==> config.mk <==
export PLATFORM = sky130hd
export DESIGN_NAME = inst_fetch
export DESIGN_NICKNAME = d
export VERILOG_FILES = /design/src/rtl/inst_fetch.sv
export SDC_FILE = /design/constraint.sdc
export NUM_CORES = 1
export LEC_CHECK = 0
export ABC_AREA = 1
export CORE_ASPECT_RATIO = 0.6
export CORE_UTILIZATION = 59
export CTS_BUF_LIST = sky130_fd_sc_hd__clkbuf_8 sky130_fd_sc_hd__clkbuf_16
export DETAILED_ROUTE_END_ITERATION = 10
export PLACE_DENSITY = 0.79
export SYNTH_ARGS = -nofsm -noshare
export SYNTH_HDL_FRONTEND = slang
export SYNTH_SLANG_ARGS = --single-unit
==> constraint.sdc <==
create_clock -name clk -period 9.5 [get_ports clk]
set_input_delay 1.9 -clock clk [delete_from_list [all_inputs] [get_ports clk]]
set_output_delay 1.9 -clock clk [all_outputs]
set_load 0.02 [all_outputs]
==> src/rtl/inst_fetch.sv <==
`default_nettype none
// ============================================================================
// Module   : inst_fetch
// Brief    : Instruction fetch front end: sequential PC generation, SRAM-like
//            request port, in-order return FIFO with valid/ready to ID.
//            FETCH_ADEF_EN enables misaligned-PC (ADEF) exception entries.
// Revision : 1.0
// ============================================================================
module inst_fetch #(
    parameter logic [31:0] RESET_PC   = 32'h1c000000,
    parameter int          IBUF_DEPTH = 4
) (
    input  logic        clk,
    input  logic        resetn,
    output logic        inst_sram_req,
    output logic [31:0] inst_sram_addr,
    input  logic        inst_sram_addr_ok,
    input  logic        inst_sram_data_ok,
    input  logic [31:0] inst_sram_rdata,
    input  logic        redirect_valid,
    input  logic [31:0] redirect_pc,
    output logic        if_valid,
    output logic [31:0] if_inst,
    output logic [31:0] if_pc,
    output logic        if_adef,
    input  logic        id_ready
);

    localparam int                c_PTR_W   = $clog2(IBUF_DEPTH);
    localparam int                c_CW      = c_PTR_W + 1;
    localparam logic [c_CW:0]     c_DEPTH   = (c_CW + 1)'(IBUF_DEPTH);
    localparam logic [c_PTR_W-1:0] c_PTR_ONE = c_PTR_W'(1);
    localparam logic [c_CW-1:0]   c_CNT_ONE = c_CW'(1);

    logic [31:0]        r_pc;
    logic               r_started;
    logic               r_adef_stall;
    logic [c_CW-1:0]    r_inflight;
    logic [c_CW-1:0]    r_discard;
    logic [c_CW-1:0]    r_count;
    logic [c_PTR_W-1:0] r_rd_ptr;
    logic [c_PTR_W-1:0] r_wr_ptr;
    logic [c_PTR_W-1:0] r_pq_rd;
    logic [c_PTR_W-1:0] r_pq_wr;
    logic [31:0]        r_buf_inst [IBUF_DEPTH];
    logic [31:0]        r_buf_pc   [IBUF_DEPTH];
    logic [31:0]        r_pq       [IBUF_DEPTH];

    logic               w_misaligned;
    logic [31:0]        w_addr;
    logic               w_adef_push;
    logic [31:0]        w_push_inst;
    logic [31:0]        w_push_pc;
    logic [c_CW:0]      w_occ;
    logic               w_req;
    logic               w_acc;
    logic               w_drop;
    logic               w_keep;
    logic               w_push;
    logic               w_pop;
    logic               w_if_valid;
    logic [c_CW-1:0]    w_inflight_nxt;

`ifdef FETCH_ADEF_EN
    localparam logic [31:0]     c_NOP  = 32'h03400000;
    localparam logic [c_CW-1:0] c_FULL = c_CW'(IBUF_DEPTH);

    logic r_buf_adef [IBUF_DEPTH];

    // ADEF entry only once the old stream has fully drained
    assign w_misaligned = |r_pc[1:0];
    assign w_addr       = r_pc;
    assign w_adef_push  = r_started & w_misaligned & ~r_adef_stall
                        & (r_inflight == '0) & (r_discard == '0)
                        & (r_count != c_FULL) & ~redirect_valid;
    assign w_push_inst  = w_adef_push ? c_NOP : inst_sram_rdata;
    assign w_push_pc    = w_adef_push ? r_pc  : r_pq[r_pq_rd];
    assign if_adef      = w_if_valid & r_buf_adef[r_rd_ptr];

    always_ff @(posedge clk) begin
        if (w_push) r_buf_adef[r_wr_ptr] <= w_adef_push;
    end
`else
    assign w_misaligned = 1'b0;
    assign w_addr       = {r_pc[31:2], 2'b00};
    assign w_adef_push  = 1'b0;
    assign w_push_inst  = inst_sram_rdata;
    assign w_push_pc    = r_pq[r_pq_rd];
    assign if_adef      = 1'b0;
`endif

    // Credit counts stale requests too, so the FIFO can never overflow
    assign w_occ          = {1'b0, r_inflight} + {1'b0, r_count};
    assign w_req          = resetn & r_started & ~r_adef_stall & ~w_misaligned
                          & (w_occ < c_DEPTH) & ~redirect_valid;
    assign w_acc          = w_req & inst_sram_addr_ok;
    assign w_drop         = inst_sram_data_ok & (r_discard != '0);
    assign w_keep         = inst_sram_data_ok & ~w_drop;
    assign w_push         = w_keep | w_adef_push;
    assign w_if_valid     = (r_count != '0);
    assign w_pop          = w_if_valid & id_ready;
    assign w_inflight_nxt = r_inflight + c_CW'(w_acc) - c_CW'(inst_sram_data_ok);

    assign inst_sram_req  = w_req;
    assign inst_sram_addr = w_addr;
    assign if_valid       = w_if_valid;
    assign if_inst        = w_if_valid ? r_buf_inst[r_rd_ptr] : 32'h0;
    assign if_pc          = w_if_valid ? r_buf_pc[r_rd_ptr]   : 32'h0;

    always_ff @(posedge clk) begin
        if (!resetn) begin
            r_pc         <= RESET_PC;
            r_started    <= 1'b0;
            r_adef_stall <= 1'b0;
            r_inflight   <= '0;
            r_discard    <= '0;
            r_count      <= '0;
            r_rd_ptr     <= '0;
            r_wr_ptr     <= '0;
            r_pq_rd      <= '0;
            r_pq_wr      <= '0;
        end else begin
            r_started  <= 1'b1;
            r_inflight <= w_inflight_nxt;
            if (redirect_valid) begin
                // everything still outstanding after this edge is old-stream
                r_pc         <= redirect_pc;
                r_adef_stall <= 1'b0;
                r_discard    <= w_inflight_nxt;
                r_count      <= '0;
                r_rd_ptr     <= '0;
                r_wr_ptr     <= '0;
                r_pq_rd      <= '0;
                r_pq_wr      <= '0;
            end else begin
                if (w_acc) begin
                    r_pc    <= r_pc + 32'd4;
                    r_pq_wr <= r_pq_wr + c_PTR_ONE;
                end
                if (w_drop)      r_discard    <= r_discard - c_CNT_ONE;
                if (w_keep)      r_pq_rd      <= r_pq_rd + c_PTR_ONE;
                if (w_adef_push) r_adef_stall <= 1'b1;
                if (w_push)      r_wr_ptr     <= r_wr_ptr + c_PTR_ONE;
                if (w_pop)       r_rd_ptr     <= r_rd_ptr + c_PTR_ONE;
                r_count <= r_count + c_CW'(w_push) - c_CW'(w_pop);
            end
        end
    end

    // Storage arrays need no reset: occupancy and pointers qualify them
    always_ff @(posedge clk) begin
        if (w_acc) r_pq[r_pq_wr] <= r_pc;
        if (w_push) begin
            r_buf_inst[r_wr_ptr] <= w_push_inst;
            r_buf_pc[r_wr_ptr]   <= w_push_pc;
        end
    end

endmodule
`default_nettype wire
Yosys cells after proc, flatten, opt, wreduce, memory -nomap -nowiden. Memory sizes are Yosys's and may differ from the RTL's. A register that Yosys moved wholly into a read port is not among the register bits. Index checks and enable logic that the tools add are counted.

Memories: 3. Word-level logic and storage cells: 56. Register bits: 50. Bits of input ports: 70. Output and inout port bits: 99. Memory bits (writable): 384.

Memories: r_buf_inst (words 4, bits a word 32, read ports 1, clocked after Yosys merged registers in 1, wr ports 1, line 45) `logic [31:0] r_buf_inst [IBUF_DEPTH];`; r_buf_pc (words 4, bits a word 32, read ports 1, clocked after Yosys merged registers in 1, wr ports 1, line 46) `logic [31:0] r_buf_pc [IBUF_DEPTH];`; r_pq (words 4, bits a word 32, read ports 1, clocked after Yosys merged registers in 1, wr ports 1, line 47) `logic [31:0] r_pq [IBUF_DEPTH];`.

Magnitude comparators: 1. Mux-type cells: 17. Bitwise logic cells: 10. $add $sub $neg: 11. Reduce and logical (&&, ||, !) cells: 5.

Operator list (number): $mux W32 (4); $add A32 B3 Y32 const B (1); $mux W2 (6); $add A2 B1 Y2 const B (4); $and A1 B1 Y1 (7); $add A3 B1 Y3 (2); $mux W3 (2); $reduce_bool A3 Y1 (2); $sub A3 B1 Y3 (2); $mux W1 (5); $add A3 B3 Y4 (1); $lt A4 B3 Y1 const B (1); $reduce_bool A2 Y1 (2); $not A1 Y1 (3); $sub A3 B1 Y3 const B (1); $reduce_or A2 Y1 (1).

Logic depth before layout (Yosys ltp).
Depth in word-level cells: 8. Depth in mapped cells: 14. Mapped depth without buffers: 13.

Worst setup path before layout. OpenSTA, ideal clock, no wires.

Kind: input port to flip-flop. Start: in inst_sram_data_ok. End: mem r_buf_inst[0][0] (enable). Cell stages on the path: 3. Setup time: 0.487 ns. Data required time: 9.013 ns. Path slack: 3.933 ns. Data arrival time: 5.080 ns. Buffers on the path: 0. Path through: nor3b_1 > clkinv_1 > nor2_1.

Word-level cells in the longest chain between the ends: 5.

Ends and longest elaborated chain: start, declared (line 18) `input logic inst_sram_data_ok,`; $and A1 B1 Y1 (line 97) `assign w_drop = inst_sram_data_ok & (r_discard != '0);`; $not A1 Y1 (line 98) `assign w_keep = inst_sram_data_ok & ~w_drop;`; $and A1 B1 Y1 * (line 98); $mux W1 * (line 153) `if (w_push) begin`; $mux W1 (implied by the code) * (line 154) `r_buf_inst[r_wr_ptr] <= w_push_inst;`; end, declared (line 45).

Every way passes the cells marked *; elsewhere a longest branch is shown, timed or not.

Worst setup path in the final report.
Start: in resetn. End: out inst_sram_req.

Word-level cells in the longest chain between the ends: 3.

Ends and longest elaborated chain: start, declared (line 14) `input logic resetn,`; $and A1 B1 Y1 (line 94) `assign w_req = resetn & r_started & ~r_adef_stall & ~w_misaligned`; $and A1 B1 Y1 (2 in series) (line 95) `& (w_occ < c_DEPTH) & ~redirect_valid;`; end, declared (line 15) `output logic inst_sram_req,`.

No other way between the ends.

==> reports/metrics.cfg <==
[cts]
clock_sinks = 438
cts_made_buffers = 40
cts-root-buf = clkbuf_16
cts_setup_buffers = 0
cts_tree = built
insertion_delay_ns = 0.54
cts_max_level = 2
clock_path_buffers = 3
clk_transition_reported_paths_ns = 0.06
cts_resized = 0
hold_buffers = 0

[final_layout]
area_growth_pct = 16.7
diodes = 0
fin_nets = 1810
layout.cells.non_filler = 2159
drive_gt1_share_pct = 5.54

[logic_synthesis]
ys_seq_area_share_pct = 70.0
synthArstFlopShare_pct = 0
yosysWarnings = 0
syn_avg_cell_area_um2 = 11.2
synth-edff-count = 384
synthCells = 1607
synth_cell_types = 37
synth_area_leaders = edfxtp_1, nor2_1, dfxtp_1, o21ai_0, nand2_1
yosys_register_bits = 438
synth_top_area_share_pct = 64.0
ys.flop_type = edfxtp_1
synth_area_um2 = 18000
yosysTopAreaCell = edfxtp_1

[routing]
drcViolationCount = 0
vias = 12100
first_pass_iters = 5
ant_nets = 0
routed_via_density = 5.61
routedWlPerCell_um = 18.6
drt_iter0_markers = 1155
finalWirelength_um = 40200

[worst_setup_path]
critPathSlowestCell = clkdlybuf4s50_1
crit_fanout = 26
timing.critical_path.mode_cell = clkdlybuf4s50_1
crit_family = buffers and inverters
arrival_ns = 4.20
path_buf_inv = 3
start_kind = input pin
cp-end-kind = output port
worstPathCellList = clkdlybuf4s50_1 > inv_2 > nor2_8 > nand2_2 > nor2_4 > clkdlybuf4s50_1
reg2reg_slack_ns = 6.67
path_class = in -> out
max_stage_delay_ns = 0.85
critPathRequiredTime_ns = 7.60

[floorplan]
start_util_pct = 60.1
die_h_um = 137
fp.dieW_um = 228
rows = 49
design.die.area_um2 = 31300
io-pin-count = 169
core_um2 = 30000

[job]
drv_cap = 0

[sta]
finalSetupViolations = 0
setup_ws_ns = 3.40
fin_skew_ns = 0.0133
slew_headroom_pct = 30.6
fin_tns_setup_ns = 0
fin_crit_ns = 6.10
period_share_pct = 64.2
holdWs_ns = 0.478
drv_slew = 0
hold_viol = 0
clock.fmax_mhz = 164
rsz0062_at_grt = false
tightest_slew_ns = 1.04

[placed_design]
io_buffers = 165
place_inst = 2087
dp_hpwl_um = 23200
gp_congestion = 0.976
pre_cts_slack_ns = 3.43

[min_path]
hold_path_class = reg -> reg

[global_routing]
grt_use_total_pct = 25.6
grt_antenna_before_repair = 0
first_global_vias = 11200
grt_max_degree = 111
grt_pass1_wl_um = 60800
grt-ovfl-total = 0

[pwr]
vdd_drop_max_mv = 0.168
p_per_area_nw_per_um2 = 198
p_total_mw = 4.16
total_leakage_power_nw = 7.36

[status]
status = finished clean

[synth_stat cells (all sizes together), types with 3 or more instances]
cell type / number
nand3b: 9
edfxtp: 384
o21ai: 211
a31oi: 3
xnor2: 3
a21oi: 97
buf: 52
ha: 17
nand3: 10
inv: 59
nand2: 168
nor2: 413
o22ai: 32
clkbuf: 60
o211ai: 4
dfxtp: 54
xor2: 16
[logic make-up after synthesis]
| group | after synthesis | synth area share (%) |
|---|---|---|
| adder cells (fa/ha/maj) | 19 | 1.40 |
| XOR/XNOR | 19 | 0.924 |
| other | 1 | 0.0208 |
| flip-flops | 438 | 70.0 |
| buffers and inverters | 173 | 4.36 |
| AO/OA/AOI/OAI | 351 | 10.1 |
| AND/OR/NAND/NOR | 606 | 13.2 |
[metrics by stage]
step / utilization [%] / instance area (um^2)
floorplan: - / 18000
global placement: 66.1 / 19800
detailed placement: 66.1 / 19800
CTS: 70.1 / 21000
global route: 70.1 / 21000
finish: 70.1 / 21000
[sequential cells by signal (all words and copies together) (netlist names), named ones only]
register	cells
r_count	3
r_pq	128
r_pc	32
r_buf_pc	128
r_rd_ptr	2
r_wr_ptr	2
r_inflight	3
r_buf_inst	128
r_discard	3
r_started	1
r_pq_wr	2
r_pq_rd	2
[per-layer routing]
layer  vias up  routed length [um]  global-route usage [%]
met5         -                   0                       0
met4         0                 685                    6.90
met3        51                2810                    4.80
met2       458               18700                    40.2
met1      5847               18000                    37.0
li1       5752                   -                       -
[layout make-up]
class	instances	area, um^2
Multi-Input combinational cell	998	4670
Clock inverter	29	160
Timing Repair Buffer	182	1780
Sequential cell	438	12600
Tap cell	408	510
Clock buffer	43	1050
Inverter	61	229
Fill cell	2073	8960
[power breakdown]
group          internal (mW)  switching, mW  leakage, nW
clock                  0.827          0.675        0.637
combinational          0.168          0.279         2.77
sequential              2.17         0.0459         3.95
total                   3.16           1.00         7.36
[placed cells by master (no fill, tap or decap), types with 5 or more instances in the layout]
cell type | synthesis | final
clkbuf_16 | 0 | 41
xor2_1 | 16 | 16
clkinv_2 | 0 | 8
dfxtp_1 | 54 | 51
inv_2 | 5 | 6
clkinv_1 | 2 | 8
ha_1 | 17 | 17
o22ai_1 | 32 | 32
inv_1 | 54 | 63
o21ai_0 | 205 | 205
a21oi_1 | 97 | 97
nand2_1 | 165 | 165
buf_4 | 33 | 17
o21ai_1 | 6 | 6
edfxtp_1 | 384 | 384
nand3_1 | 10 | 10
clkdlybuf4s50_1 | 0 | 165
nor2_1 | 411 | 403
nand3b_1 | 9 | 9
nor2_4 | 1 | 5
[path summary, 6_finish.rpt]
kind	start	end	depth (start not counted)
setup / recovery	resetn	inst_sram_req	6
hold / removal	r_rd_ptr[1]	register	2
setup reg to reg	r_count[1]	r_discard[2]	13
hold reg to reg	r_rd_ptr[1]	register	2
[tightest hold or removal path: stages, from the launching register on]
cell	delay, ns
dfxtp_1	0.30
inv_1	0.06
a21oi_1	0.08
Note: power is estimated with default switching activity, not from simulation.
